==> config.mk <==
export PLATFORM = sky130hd
export DESIGN_NAME = chan_err_inject_flat
export DESIGN_NICKNAME = d
export VERILOG_FILES = /design/src/rtl/chan_err_inject_pkg.sv /design/src/rtl/chan_err_inject_if.sv /design/src/rtl/chan_err_inject_lfsr.sv /design/src/rtl/chan_err_inject.sv /design/src/flat_wrapper.sv
export SDC_FILE = /design/constraint.sdc
export NUM_CORES = 1
export LEC_CHECK = 0
export ABC_AREA = 1
export BUFFER_PORTS_ARGS = -buffer_cell sky130_fd_sc_hd__buf_2
export CAP_MARGIN = 20
export CORE_MARGIN = 8
export CORE_UTILIZATION = 50
export CTS_CLUSTER_DIAMETER = 50
export DETAILED_ROUTE_END_ITERATION = 8
export MAX_ROUTING_LAYER = met4
export PLACE_DENSITY_LB_ADDON = 0.25
export SKIP_CTS_REPAIR_TIMING = 1
export SLEW_MARGIN = 20
export SYNTH_ARGS = -nofsm -noshare
export SYNTH_HDL_FRONTEND = slang
export SYNTH_SLANG_ARGS = --single-unit
export TNS_END_PERCENT = 1
==> constraint.sdc <==
create_clock -name clk -period 3.2 [get_ports clk]
set_clock_uncertainty 0.1 [all_clocks]
set_input_delay 0.32 -clock clk [delete_from_list [all_inputs] [get_ports clk]]
set_output_delay 0.32 -clock clk [all_outputs]
set_load 0.03 [all_outputs]
==> src/rtl/chan_err_inject_pkg.sv <==
// Package for the channel error injector.
//   MODE_*             error-event source selectors for the mode input
//   LFSR_TAPS_DEFAULT  Galois feedback mask for x^16+x^14+x^13+x^11+1
//   ERRCNT_W           width of the saturating injected-error counter
package chan_err_pkg;

  localparam logic [1:0] MODE_BYPASS   = 2'd0;
  localparam logic [1:0] MODE_PERIODIC = 2'd1;
  localparam logic [1:0] MODE_BURST    = 2'd2;
  localparam logic [1:0] MODE_RANDOM   = 2'd3;

  // Right-shifting Galois form: polynomial terms x^16,x^14,x^13,x^11 map to bits 15,13,12,10.
  localparam logic [15:0] LFSR_TAPS_DEFAULT = 16'hB400;

  localparam int ERRCNT_W = 16;

endpackage

==> src/rtl/chan_err_inject_if.sv <==
// Symbol stream between the mapper, the error injector and the demapper.
//   din_valid/din          symbol offered to the injector
//   dout_valid/dout        symbol leaving the injector, one clock later
//   err_flag               the symbol on dout carries an injected error
// Modports: master = stream source/sink side, slave = injector side.
interface chan_err_inject_if #(
  parameter int W = 2
) ();

  logic         din_valid;
  logic [W-1:0] din;
  logic         dout_valid;
  logic [W-1:0] dout;
  logic         err_flag;

  modport master (
    output din_valid, din,
    input  dout_valid, dout, err_flag
  );

  modport slave (
    input  din_valid, din,
    output dout_valid, dout, err_flag
  );

endinterface

==> src/rtl/chan_err_inject_lfsr.sv <==
// err_lfsr: Galois LFSR used as the random error-event source.
//   clk    clock, rising edge
//   reset  asynchronous, active-low; loads SEED
//   step   advance one position this clock
//   state  current LFSR contents
// An all-zero state would lock the register, so it is replaced by SEED.
module err_lfsr
  import chan_err_pkg::*;
#(
  parameter int                 LFSR_W = 16,
  parameter logic [LFSR_W-1:0]  SEED   = 16'hACE1,
  parameter logic [LFSR_W-1:0]  TAPS   = LFSR_TAPS_DEFAULT
) (
  input  logic              clk,
  input  logic              reset,
  input  logic              step,
  output logic [LFSR_W-1:0] state
);

  // NOTE: sequential state is written with non-blocking assignments so every
  // register samples the pre-edge values regardless of block ordering.
  always_ff @(posedge clk or negedge reset) begin
    if (!reset) begin
      state <= SEED;
    end else if (state == '0) begin
      state <= SEED;
    end else if (step) begin
      state <= (state >> 1) ^ (state[0] ? TAPS : '0);
    end
  end

endmodule

==> src/rtl/chan_err_inject.sv <==
// chan_err_inject: channel bit-error injector between symbol mapper and demapper.
//   clk, reset                 clock (rising) and asynchronous active-low reset
//   en                         1 = inject per mode; 0 = pass-through, frame counter and LFSR frozen
//   mode                       bypass / periodic / burst / random (see chan_err_pkg)
//   period, offset, burst_len  frame length (0 acts as 1), first errored beat, burst length
//   thresh                     random mode: error when lfsr[7:0] < thresh
//   mask                       bits flipped on an errored beat
//   bus (slave)                din_valid/din in, dout_valid/dout/err_flag out, 1 clock latency
//   err_count                  errored beats since reset, saturating
module chan_err_inject
  import chan_err_pkg::*;
#(
  parameter int                W      = 2,
  parameter int                CNT_W  = 5,
  parameter int                LFSR_W = 16,
  parameter logic [LFSR_W-1:0] SEED   = 16'hACE1
) (
  input  logic                clk,
  input  logic                reset,
  input  logic                en,
  input  logic [1:0]          mode,
  input  logic [CNT_W-1:0]    period,
  input  logic [CNT_W-1:0]    offset,
  input  logic [CNT_W-1:0]    burst_len,
  input  logic [7:0]          thresh,
  input  logic [W-1:0]        mask,
  chan_err_inject_if.slave    bus,
  output logic [ERRCNT_W-1:0] err_count
);

  logic [CNT_W-1:0]  cnt;
  logic [CNT_W-1:0]  p_eff;
  logic [CNT_W:0]    cnt_x, off_x, end_x;
  logic              in_frame;
  logic              hit;
  logic              step;
  logic              err_next;
  logic [LFSR_W-1:0] lfsr;
  logic              lfsr_unused;

  assign p_eff    = (period == '0) ? CNT_W'(1) : period;
  // A shrunken period can leave cnt beyond the frame; such a beat never hits.
  assign in_frame = (cnt < p_eff);

  // Burst window is compared one bit wider so offset+burst_len cannot wrap.
  assign cnt_x = {1'b0, cnt};
  assign off_x = {1'b0, offset};
  assign end_x = off_x + {1'b0, burst_len};

  assign step     = bus.din_valid & en;
  assign err_next = bus.din_valid & hit & (mask != '0);

  assign lfsr_unused = ^lfsr[LFSR_W-1:8];

  err_lfsr #(
    .LFSR_W (LFSR_W),
    .SEED   (SEED)
  ) u_lfsr (
    .clk   (clk),
    .reset (reset),
    .step  (step),
    .state (lfsr)
  );

  // NOTE: hit gets a default before the case so no path leaves it unassigned,
  // which would otherwise infer a latch.
  always_comb begin
    hit = 1'b0;
    if (en) begin
      unique case (mode)
        MODE_BYPASS:   hit = 1'b0;
        MODE_PERIODIC: hit = in_frame && (cnt == offset);
        MODE_BURST:    hit = in_frame && (cnt_x >= off_x) && (cnt_x < end_x);
        MODE_RANDOM:   hit = (lfsr[7:0] < thresh);
        default:       hit = 1'b0;
      endcase
    end
  end

  // Frame counter: advances on enabled beats; >= also recovers from a period decrease.
  always_ff @(posedge clk or negedge reset) begin
    if (!reset) begin
      cnt <= '0;
    end else if (step) begin
      cnt <= (cnt >= p_eff - CNT_W'(1)) ? '0 : cnt + CNT_W'(1);
    end
  end

  // Output register and error counter; err_count already includes the beat on dout.
  always_ff @(posedge clk or negedge reset) begin
    if (!reset) begin
      bus.dout_valid <= 1'b0;
      bus.dout       <= '0;
      bus.err_flag   <= 1'b0;
      err_count      <= '0;
    end else begin
      bus.dout_valid <= bus.din_valid;
      bus.dout       <= bus.din ^ (hit ? mask : '0);
      bus.err_flag   <= err_next;
      if (err_next && (err_count != '1)) begin
        err_count <= err_count + ERRCNT_W'(1);
      end
    end
  end

endmodule

==> src/flat_wrapper.sv <==
// flat-port wrapper written by rule: the top's interface ports become plain ports
module chan_err_inject_flat import chan_err_pkg::*;
#(
  parameter int                W      = 2,
  parameter int                CNT_W  = 5,
  parameter int                LFSR_W = 16,
  parameter logic [LFSR_W-1:0] SEED   = 16'hACE1
)
  (clk, reset, en, mode, period, offset, burst_len, thresh, mask, err_count, bus_din_valid, bus_din, bus_dout_valid, bus_dout, bus_err_flag);
  chan_err_inject_if #(.W(W)) bus_i ();
  input  logic clk;
  input  logic reset;
  input  logic en;
  input  logic [1:0] mode;
  input  logic [CNT_W-1:0] period;
  input  logic [CNT_W-1:0] offset;
  input  logic [CNT_W-1:0] burst_len;
  input  logic [7:0] thresh;
  input  logic [W-1:0] mask;
  output logic [ERRCNT_W-1:0] err_count;
  input wire logic [$bits(bus_i.din_valid)-1:0] bus_din_valid;
  input wire logic [$bits(bus_i.din)-1:0] bus_din;
  output wire logic [$bits(bus_i.dout_valid)-1:0] bus_dout_valid;
  output wire logic [$bits(bus_i.dout)-1:0] bus_dout;
  output wire logic [$bits(bus_i.err_flag)-1:0] bus_err_flag;
  assign bus_i.din_valid = bus_din_valid;
  assign bus_i.din = bus_din;
  assign bus_dout_valid = bus_i.dout_valid;
  assign bus_dout = bus_i.dout;
  assign bus_err_flag = bus_i.err_flag;
  chan_err_inject #(.W(W), .CNT_W(CNT_W), .LFSR_W(LFSR_W), .SEED(SEED)) u_core (.clk(clk), .reset(reset), .en(en), .mode(mode), .period(period), .offset(offset), .burst_len(burst_len), .thresh(thresh), .mask(mask), .bus(bus_i), .err_count(err_count));
endmodule
==> results.py <==
metrics = {
    "setup_path": {
        "crit_family": "simple AND/OR/NAND/NOR gates",
        "reg2reg_to": "u_core.err_count[12]$_DFFE_PN0P_",
        "cp_data_arrival_time_ps": 2600,
        "crit_type": "input port to register",
        "critPathMaxStageDelay_ps": 390,
        "startpoint": "offset[0]",
        "endpoint": "u_core.err_count[12]$_DFFE_PN0P_",
        "startpoint_type": "input port",
        "path_max_fanout": 17,
        "worstSetupPathDepth": 17,
        "r2r_start": "u_core.cnt[2]$_DFFE_PN0P_",
        "endpoint_kind": "register",
        "r2r_slack_ps": 800,
        "path_buf_inv": 2,
        "crit_path_top_delay_cell": "fa_1",
        "path_cells": "buf_2 > ha_1 > inv_1 > fa_1 > nor2_1 > a211oi_1 > xor2_1 > ha_1 > nand2_1 > nand2_1 > nand2_1 > nand2_1 > nand2_1 > nand2_1 > nor2_4 > nand3_1 > nand2_1",
        "crit_top_cell": "nand2_1",
        "required_ps": 3330,
        "r2r.worst_path.cells": 11,
    },
    "floorplanning": {
        "io_pins": 53,
        "die_w_um": 93.2,
        "die_area_um2": 8690,
        "core_area_um2": 5850,
        "die_h_um": 93.2,
        "row_count": 28,
        "start_util": 0.509,
    },
    "layout": {
        "drive_above_1_share": 0.174,
        "area_delta_synth_final_pct": 14.1,
        "fill_cells": 552,
        "antenna_cells": 0,
        "seqCellArea_um2": 1040,
        "final_core_util": 0.581,
        "fin_nets": 514,
        "multi_input_area_um2": 1670,
    },
    "yosys": {
        "async_reset_ff_frac": 1.00,
        "ys_top_cells_by_count": "nand2_1 (114), inv_1 (61), ha_1 (34)",
        "synth_cells": 390,
        "yosysSeqAreaShare": 0.348,
        "synth_cell_type_count": 35,
        "ys_ff_latch": 41,
        "yosysMostFrequentCell": "nand2_1",
        "synth_flop_cell": "dfrtp_1",
        "yosysTopAreaCell": "dfrtp_1",
        "syn_area_um2": 2980,
        "synth.top_cell.area_share": 0.277,
        "ys_warn_count": 0,
        "synth_area_per_cell_um2": 7.64,
        "synth_edf_count": 0,
        "syn-num-nets": 458,
        "synthTopCellsByArea": "dfrtp_1 (28%), nand2_1 (14%), ha_1 (14%)",
    },
    "route": {
        "drcViolationCount": 0,
        "wl_um": 6650,
        "route.vias.total": 2590,
        "ant_nets": 0,
        "dr.first_iter.drc_count": 77,
        "via_per_inst": 4.96,
        "wl_per_cell_um": 12.7,
        "drt_pass1_iterations": 4,
    },
    "placed_design": {
        "place_congestion": 0.836,
        "port_buffers": 52,
        "hpwl_um": 5190,
    },
    "global_route": {
        "antenna_found_initial": 0,
        "grt_pass1_vias": 2686,
        "overflow": 0,
        "gr-usage-all-layers": 0.170,
        "grt_max_degree": 42,
        "grt_pass1_wl_um": 11800,
    },
    "clock_tree": {
        "numCtsBuffers": 5,
        "htreeDepth": 2,
        "cts_tree": "done",
        "cts_buffer_depth": 2,
        "clkSinkCount": 41,
        "path_clk_slew_ps": 80,
        "insertion_delay_ps": 290,
        "root_buffer": "clkbuf_8",
    },
    "sta": {
        "maxSlewViolCount": 0,
        "min_period_ps": 2470,
        "setup_viol": 0,
        "final-hold-violation-count": 0,
        "tightest_slew_ps": 887,
        "fmax_ghz": 0.405,
        "min_period_over_period": 0.771,
        "rsz0062_at_grt": "no",
        "setup_tns_ps": 0,
        "relSlewSlack": 0.408,
    },
    "status": {
        "status": "finished, final reports clean",
    },
    "power_and_ir_drop": {
        "leakage_nw": 1.90,
        "ir_worst_vdd_uv": 315,
        "p_per_area_nw_per_um2": 538,
    },
    "hold_path": {
        "hold_class": "input port to async pin",
    },
    "job": {
        "cap_violations": 0,
    },
}
-- kinds of logic (layout without fill, tap and decap cells) --
family | Yosys count | count (layout) | synth area share
AND/OR/NAND/NOR | 183 | 183 | 0.270
buffers and inverters | 69 | 126 | 0.0907
flip-flops | 41 | 41 | 0.348
AO/OA/AOI/OAI | 40 | 40 | 0.0772
adder cells (fa/ha/maj) | 35 | 35 | 0.149
XOR/XNOR | 22 | 22 | 0.0646
-- worst min-delay path by stage --
stage                  start                                 end
6_report               reset  u_core.u_lfsr.state[1]$_DFFE_PN0P_
5_1_grt        bus_din_valid     u_core.bus.dout_valid$_DFF_PN0_
4_1_cts        bus_din_valid     u_core.bus.dout_valid$_DFF_PN0_
3_5_place_dp   bus_din_valid     u_core.bus.dout_valid$_DFF_PN0_
3_3_place_gp   bus_din_valid     u_core.bus.dout_valid$_DFF_PN0_
2_1_floorplan          reset        u_core.bus.dout[0]$_DFF_PN0_
-- area by class of cell --
| class | instances | area share |
|---|---|---|
| sequential | 41 | 0.305 |
| multi-input combinational | 280 | 0.492 |
| timing repair buffer | 54 | 0.0809 |
| clock inverter | 2 | 0.00294 |
| tap | 75 | 0.0276 |
| inverter | 64 | 0.0706 |
| clock buffer | 6 | 0.0213 |
-- worst reg2reg max path, cell delays in order (launching register included) --
cell and delay [ps]:
dfrtp_1 490, ha_1 360, nand2_1 60, nand2_1 50, nand2_1 50, nand2_1 40
o21ai_0 180, nand3_1 110, nor2_1 190, nand4_2 410, nand2_1 170, nand2_1 70
-- state kept, by name (all words and copies together) (netlist names) --
| signal | cells |
|---|---|
| u_core.bus.err_flag | 1 |
| u_core.bus.dout | 2 |
| u_core.err_count | 16 |
| u_core.bus.dout_valid | 1 |
| u_core.u_lfsr.state | 16 |
| u_core.cnt | 5 |
-- per-stage QoR --
| stage | power, W | instances | hold slack, ps | instance area [um^2] | worst slack (ps) |
|---|---|---|---|---|---|
| floorplan | 0.00130 | 390 | -75.6 | 2980 | 780 |
| global placement | 0.00147 | 514 | 369 | 3320 | 491 |
| detailed placement | 0.00152 | 514 | 373 | 3320 | 424 |
| CTS | 0.00185 | 522 | 61.4 | 3400 | 728 |
| global route | 0.00201 | 522 | 52.4 | 3400 | 480 |
| finish | 0.00183 | 522 | 45.3 | 3400 | 732 |
-- placed cells by master (no fill, tap or decap), types with 2 or more instances in the layout --
master    Yosys  final
clkbuf_8      0      5
a21oi_1      13     13
dfstp_2       8      8
nor2_1       20     20
dfrtp_1      33     33
nor3_1        4      4
nand4_2       2      2
buf_2         0     52
xor2_1       17     17
nand3b_1      2      2
nor4_1        3      3
buf_4         1      2
clkinv_2      0      2
clkinv_1      2      2
inv_1        61     61
nand4_1       5      5
o21ai_0      15     15
xnor2_1       5      5
o211ai_1      6      6
nand2_1     114    114
nand3_1      27     27
ha_1         34     34
-- power breakdown --
| group | switching, W | internal [W] | total [W] |
|---|---|---|---|
| Sequential | 0.000148 | 0.000664 | 0.000812 |
| Clock | 0.000175 | 0.000151 | 0.000326 |
| Combinational | 0.000412 | 0.000279 | 0.000692 |
| Total | 0.000735 | 0.00109 | 0.00183 |
-- routing by layer --
metal,routed length (um),track usage,vias to the layer above
li1,-,-,1366
met1,2990,0.201,1171
met2,3300,0.284,47
met3,288,0.0345,6
met4,63,0.0537,0
met5,0,-,-
Note: power is estimated with default switching activity, not from simulation.
